==> src/rtl/pipe_stage_reg.sv <==
// -----------------------------------------------------------------------------
// pipe_stage_reg
//   Parametrised inter-stage pipeline register with valid/ready handshake,
//   synchronous flush and a 1-entry skid buffer. Replaces the fixed-field
//   MEM/WB register; control fields travel packed inside the payload.
//   in_ready_o is decoded from state flops only, so there is no combinational
//   path from out_ready_i to in_ready_o, and 1 transfer/cycle is sustained
//   under back-pressure.
//
// Parameters
//   DATA_W   payload width in bits (>=1)
//   CNT_W    statistics counter width (only meaningful with stats enabled)
//
// Ports
//   clk_i         clock, rising edge
//   rst_n_i       asynchronous reset, active low
//   flush_i       synchronous flush: drops held and incoming entries
//   in_valid_i    upstream payload valid
//   in_data_i     upstream payload
//   in_ready_o    stage can accept
//   out_valid_o   out_data_o holds a valid entry
//   out_data_o    payload to downstream
//   out_ready_i   downstream accepts
//   stall_cnt_o   [PIPE_STAGE_STATS_EN] cycles with out_valid_o & !out_ready_i
//   bubble_cnt_o  [PIPE_STAGE_STATS_EN] cycles with !out_valid_o
//
// Build option
//   PIPE_STAGE_STATS_EN  adds saturating stall/bubble counters and their ports.
// -----------------------------------------------------------------------------
module pipe_stage_reg #(
    parameter int DATA_W = 32,
    parameter int CNT_W  = 16
) (
    input  logic              clk_i,
    input  logic              rst_n_i,
    input  logic              flush_i,
    input  logic              in_valid_i,
    input  logic [DATA_W-1:0] in_data_i,
    output logic              in_ready_o,
    output logic              out_valid_o,
    output logic [DATA_W-1:0] out_data_o,
    input  logic              out_ready_i
`ifdef PIPE_STAGE_STATS_EN
    ,
    output logic [CNT_W-1:0]  stall_cnt_o,
    output logic [CNT_W-1:0]  bubble_cnt_o
`endif
);

    typedef enum logic [1:0] {
        ST_EMPTY = 2'd0,
        ST_FULL  = 2'd1,
        ST_SKID  = 2'd2
    } state_e;

    state_e            state_q, state_d;
    logic [DATA_W-1:0] main_q, main_d;
    logic [DATA_W-1:0] skid_q, skid_d;

    // Outputs come straight from flops.
    assign out_valid_o = (state_q != ST_EMPTY);
    assign in_ready_o  = (state_q != ST_SKID);
    assign out_data_o  = main_q;

    always_comb begin
        state_d = state_q;
        main_d  = main_q;
        skid_d  = skid_q;
        unique case (state_q)
            ST_EMPTY: begin
                if (in_valid_i) begin
                    main_d  = in_data_i;
                    state_d = ST_FULL;
                end
            end
            ST_FULL: begin
                if (in_valid_i && out_ready_i) begin
                    main_d = in_data_i;               // pass-through, stay FULL
                end else if (!in_valid_i && out_ready_i) begin
                    state_d = ST_EMPTY;
                end else if (in_valid_i && !out_ready_i) begin
                    skid_d  = in_data_i;              // park the younger entry
                    state_d = ST_SKID;
                end
            end
            ST_SKID: begin
                if (out_ready_i) begin
                    main_d  = skid_q;
                    state_d = ST_FULL;
                end
            end
            default: state_d = ST_EMPTY;
        endcase
        // Flush wins: only validity is dropped, data regs keep their contents.
        // An output handshake this cycle still completes from downstream's view.
        if (flush_i) begin
            state_d = ST_EMPTY;
            main_d  = main_q;
            skid_d  = skid_q;
        end
    end

    always_ff @(posedge clk_i or negedge rst_n_i) begin
        if (!rst_n_i) begin
            state_q <= ST_EMPTY;
            main_q  <= '0;
            skid_q  <= '0;
        end else begin
            state_q <= state_d;
            main_q  <= main_d;
            skid_q  <= skid_d;
        end
    end

`ifdef PIPE_STAGE_STATS_EN
    logic [CNT_W-1:0] stall_cnt_q, stall_cnt_d;
    logic [CNT_W-1:0] bubble_cnt_q, bubble_cnt_d;

    // Saturating counters; cleared by reset only, flush leaves them alone.
    always_comb begin
        stall_cnt_d  = stall_cnt_q;
        bubble_cnt_d = bubble_cnt_q;
        if (out_valid_o && !out_ready_i && (stall_cnt_q != {CNT_W{1'b1}}))
            stall_cnt_d = stall_cnt_q + 1'b1;
        if (!out_valid_o && (bubble_cnt_q != {CNT_W{1'b1}}))
            bubble_cnt_d = bubble_cnt_q + 1'b1;
    end

    always_ff @(posedge clk_i or negedge rst_n_i) begin
        if (!rst_n_i) begin
            stall_cnt_q  <= '0;
            bubble_cnt_q <= '0;
        end else begin
            stall_cnt_q  <= stall_cnt_d;
            bubble_cnt_q <= bubble_cnt_d;
        end
    end

    assign stall_cnt_o  = stall_cnt_q;
    assign bubble_cnt_o = bubble_cnt_q;
`else
    // CNT_W only sizes the stats counters; keep the parameter referenced so
    // instantiations are identical with and without stats.
    if (CNT_W < 1) begin : g_cnt_w_unused
    end
`endif

endmodule

==> config.mk <==
export PLATFORM = sky130hd
export DESIGN_NAME = pipe_stage_reg
export DESIGN_NICKNAME = d
export VERILOG_FILES = /design/src/rtl/pipe_stage_reg.sv
export SDC_FILE = /design/constraint.sdc
export NUM_CORES = 1
export LEC_CHECK = 0
export BUFFER_PORTS_ARGS = -buffer_cell sky130_fd_sc_hd__buf_4
export CORE_ASPECT_RATIO = 1.75
export CORE_MARGIN = 8
export CORE_UTILIZATION = 58
export CTS_BUF_LIST = sky130_fd_sc_hd__clkbuf_4
export CTS_CLUSTER_DIAMETER = 120
export DETAILED_ROUTE_END_ITERATION = 6
export PLACE_DENSITY = 0.85
export SYNTH_ARGS = -nofsm -noshare
export SYNTH_HDL_FRONTEND = slang
export SYNTH_SLANG_ARGS = --single-unit
==> constraint.sdc <==
create_clock -name clk_i -period 2.5 [get_ports clk_i]
set_input_delay 0.125 -clock clk_i [delete_from_list [all_inputs] [get_ports clk_i]]
set_output_delay 0.125 -clock clk_i [all_outputs]
set_load 0.005 [all_outputs]
# Yosys cells after proc, flatten, opt, wreduce, memory -nomap -nowiden
# Cells that the tools add are included.
[totals] elab_cells=38 input_bits=37 regBits=66 output_inout_bits=34
[op_classes] bitwise=3 n_mux=11 eq_ne=10 n_reduce_logical=11
[op_table] op="32-bit 2-to-1 mux" n=3
[op_table] op="32-bit one-hot mux with 3 select lines" n=1
[op_table] op="2-bit 2-to-1 mux" n=6
[op_table] op="5-bit AND reduction" n=2
[op_table] op="3-bit inequality test (second input constant)" n=3
[op_table] op="2-bit inequality test (second input constant)" n=4
[op_table] op="2-bit one-hot mux with 3 select lines" n=1
[op_table] op="4-bit inequality test (second input constant)" n=1
[op_table] op="4-bit AND reduction" n=1
[op_table] op="1-bit logical AND" n=3
[op_table] op="1-bit NOT" n=3
[op_table] op="3-bit nonzero test" n=1
[op_table] op="2-bit by 1-bit == test with 1-bit output (second input constant)" n=1
[op_table] op="2-bit == test (second input constant)" n=1
[op_table] op="1-bit logical NOT" n=2
[op_table] op="2-bit logical NOT" n=1
[op_table] op="2-bit nonzero test" n=1

# Logic depth before layout (Yosys ltp)
[logic_depth] ltp_word=7 mapped_depth=5

# Worst setup path before layout
# OpenSTA, ideal clock, no wires.
[synth_path] kind="register -> register" from="register state_q[1]" to="register main_q[25], in the netlist out_data_o[25]" path_slack_ns=0.970 t_arrival_ns=1.406 n_path_buf=1 stages_incl_launch_ff=6 setup_time_ns=0.125 cell_sequence="dfrtp_1 -> nor2b_2 -> nand2_1 -> a21oi_4 -> buf_6 -> mux2_2"
[synth_via] elab_chain_cells=3 word_cells_on_any_way=9 cone_classes="eq/ne: 5; mux: 1; reduce/logical: 3"
[synth_lines] item="start: declaration" line="56" text="state_e state_q, state_d;"
[synth_lines] item="start signal: assignment" line="109" text="state_q <= state_d;"
[synth_lines] item="2-bit by 1-bit == test with 1-bit output, or another cell as far along" line="69" text="unique case (state_q)"
[synth_lines] item="2-bit inequality test (no line) or 3-bit nonzero test (tied branches)"
[synth_lines] item="5-bit AND reduction (no line)"
[synth_lines] item="end signal: assignment" line="110" text="main_q <= main_d;"
[synth_lines] item="end: declaration" line="57" text="logic [DATA_W-1:0] main_q, main_d;"
# Several ways; a longest one is shown, not always the timed one.
# A chain may end at the register's enable or synchronous reset.

# Final worst setup path
[layout_path] from="register state_q[1]" to="register main_q[28], in the netlist out_data_o[28]"
# The elaborated chain is that of the path after synthesis.

==> impl_metrics.csv <==
group,metric,value,unit
pwr,power.share.clock,26.8,%
grt,grt_overflow,0,
synth,synth_warnings,0,
die,die_h,114,um
clock_tree,post_cts_buffers,0,
detailed_routing,wl,6650,um
pwr,internal_power,2.22,mW
clock_tree,cts_buffer_depth,2,
critical_path,rr_startpoint,"state_q[1]$_DFFE_PN0P_",
final_layout,diodes,0,
pwr,p_switching,749,uW
grt,met3_usage,5.98,%
clock_tree,htree_levels,3,
synth,syn_avg_cell_area,16.9,um2
critical_path,cp_max_fo,8,
detailed_routing,drt_pass1_iterations,3,
synth,synth_top_flop_cell,"dfrtp_1",
flow_run,cap_viol_max_count,0,
grt,met1_usage,18.0,%
hold_path,min_path_cells,4,
timing,period_share,75.1,%
pwr,power_frac_comb,23.8,%
clock_tree,root_buffer,"clkbuf_4",
synth,synthCells,188,
timing,slew_viol_final,0,
synth,syn-cell-area,0.00318,mm2
clock_tree,clock_latency,0.42,ns
clock_tree,cts_num_sinks,66,
final_layout,fill_cells,282,
pwr,seq_power_share,49.4,%
synth,synth_nets,225,
detailed_routing,vias_per_cell,5.04,
die,start_util,60.0,%
pwr,leakage,2.01,nW
critical_path,crit_path_start_kind,"flop",
critical_path,critical_path_required,2.80,ns
grt,busiest_layer,"met2",
grt,grt_pass1_wl,11100,um
placement,place_inst,328,
die,io_pins,71,
grt,grt_max_degree,67,
hold_path,hold_path.class,"input port to flop",
placement,dpl.hpwl,4420,um
synth,synth_top_area_share,52.0,%
pwr,ir_drop,0.503,mV
synth,synth-seq-cells,66,
die,core,0.00530,mm2
timing,fin_setup_tns,0,ns
placement,place.gp.congestion,0.804,
pwr,powerDensity,699,mW/mm2
timing,worstMarginPinSlew,0.818,ns
die,num_rows,35,
synth,synth-edff-count,0,
grt,grt_usage,17.5,%
timing,grt_setup_unrepaired,"no",
placement,portBuffers,70,
synth,ys_top_cells_by_area,"dfrtp_1, mux2_4, mux2_1, mux2_2, buf_6",
final_layout,stdcell_count,379,
final_layout,drive_gt1_share,57.0,%
timing,relSlewSlack,45.5,%
pwr,switching_share,25.2,%
critical_path,reg2regPathDepth,5,
critical_path,cp.arrival,2.18,ns
grt,antenna_found_initial,0,
clock_tree,tritoncts,"done",
critical_path,r2r_slack,0.62,ns
synth,yosys.area.top_type,"dfrtp_1",
detailed_routing,drt_iter0_drc,76,
hold_path,worstHoldStart,"in_valid_i",
detailed_routing,dr_total_vias,1911,
synth,ys_types,20,
die,die-area,0.00820,mm2
critical_path,cp-end-kind,"flop",
hold_path,whs_endpoint,"state_q[0]$_DFFE_PN0P_",
critical_path,criticalPathCategory,"flop to flop",
timing,finClkSkew,0.0199,ns
timing,timing.final.crit_period,1.88,ns
timing,max_freq,533,MHz
final_layout,multi_input_area,0.00142,mm2
synth,ys_seq_area_share,52.0,%
detailed_routing,routedWlPerCell,17.6,um
clock_tree,cts_made_buffers,9,
critical_path,rr_endpoint,"out_data_o[28]$_DFFE_PN0P_",
grt,grt_pass1_vias,2227,
final_layout,seqCellArea,0.00165,mm2
timing,setup_violations,0,
pwr,p_total,2.97,mW
timing,worst_hold_slack,0.101,ns
grt,grt_use_met2,30.4,%
status,status,"finished, final reports clean",
timing,hold_violations,0,
detailed_routing,drc,0,
detailed_routing,postRouteAntennaNets,0,
clock_tree,cts.clk_slew.worst_paths,0.11,ns
synth,async_reset_ff_share,100,%
die,die_w,72.0,um
final_layout,area_growth,33.8,%
final_layout,final_nets,337,
[final cells by class]
type	count	share of cell area, %
Sequential cell	66	38.8
Inverter	1	0.0883
Tap cell	74	2.18
Clock buffer	10	1.77
Clock inverter	6	1.91
Multi-Input combinational cell	111	33.3
Timing Repair Buffer	111	21.9
[metrics by stage]
| stage | setup WS (ns) | cell area [um2] | utilization [%] |
|---|---|---|---|
| global placement | 0.777 | 3750 | 70.7 |
| floorplan | 0.970 | 3180 | - |
| detailed placement | 0.652 | 3750 | 70.7 |
| finish | 0.623 | 4250 | 80.3 |
| global route | 0.566 | 4250 | 80.3 |
| CTS | 0.637 | 4250 | 80.3 |
[critical path, stage by stage (launching register included)]
cell and delay (ns):
dfrtp_1 0.45, nor2b_2 0.21, nand2_1 0.13, a21oi_4 0.38
buf_4 0.28, mux2_4 0.31
[flip-flops by register name, summed over array words and instances (netlist names)]
register / cells
out_data_o: 32
skid_q: 32
state_q: 2
[cells in the mapped netlist, types with 2 or more instances]
| master | instances |
|---|---|
| buf_6 | 4 |
| buf_8 | 3 |
| mux2_4 | 56 |
| nand2_1 | 2 |
| buf_4 | 3 |
| dfrtp_1 | 66 |
| a21oi_1 | 2 |
| mux2_1 | 20 |
| mux2_2 | 20 |
| nor2b_2 | 2 |
[routing by layer]
metal	vias up	part of all wire (%)
met3	9	5.6
met1	952	38
met4	0	1.7
li1	897	-
met2	53	55
met5	-	0
[cell usage in the layout (no fill, tap or decap), types with 2 or more instances in the layout]
| cell type | count |
|---|---|
| mux2_4 | 56 |
| dfrtp_1 | 66 |
| bufinv_16 | 2 |
| nand2_1 | 2 |
| clkinv_2 | 2 |
| mux2_1 | 20 |
| mux2_2 | 20 |
| dlygate4sd3_1 | 35 |
| buf_4 | 75 |
| clkbuf_4 | 10 |
| a21oi_1 | 2 |
[power groups by stage]
stage	sequential [mW]	combinational (mW)	clock [mW]
final	1.47	0.709	0.796
after floorplan	1.46	0.373	0
after global placement	1.47	0.650	0
after detailed placement	1.49	0.675	0
after global routing	1.50	0.762	0.861
after CTS	1.47	0.720	0.819
[worst max-delay path by stage]
| stage | startpoint | end | slack, ns |
|---|---|---|---|
| floorplan | state_q[1]$_DFFE_PN0P_ | out_data_o[25]$_DFFE_PN0P_ | 0.97 |
| global placement | state_q[1]$_DFFE_PN0P_ | out_data_o[2]$_DFFE_PN0P_ | 0.78 |
| detailed placement | state_q[1]$_DFFE_PN0P_ | out_data_o[28]$_DFFE_PN0P_ | 0.65 |
| CTS | state_q[1]$_DFFE_PN0P_ | out_data_o[28]$_DFFE_PN0P_ | 0.64 |
| global route | state_q[1]$_DFFE_PN0P_ | out_data_o[2]$_DFFE_PN0P_ | 0.57 |
| finish | state_q[1]$_DFFE_PN0P_ | out_data_o[28]$_DFFE_PN0P_ | 0.62 |
[logic make-up after synthesis]
kind of cell | share of synthesized area [%]
mux | 40.6
flops | 52.0
buf+inv | 3.66
simple gates | 2.36
compound gates | 1.38
[repair_timing]
action                                 4_1_cts  5_1_grt
endpoints found under the hold margin      100        0
hold buffers                                35        0
resized for setup                            0        0
No activity file was read; power rests on OpenSTA's default activity.
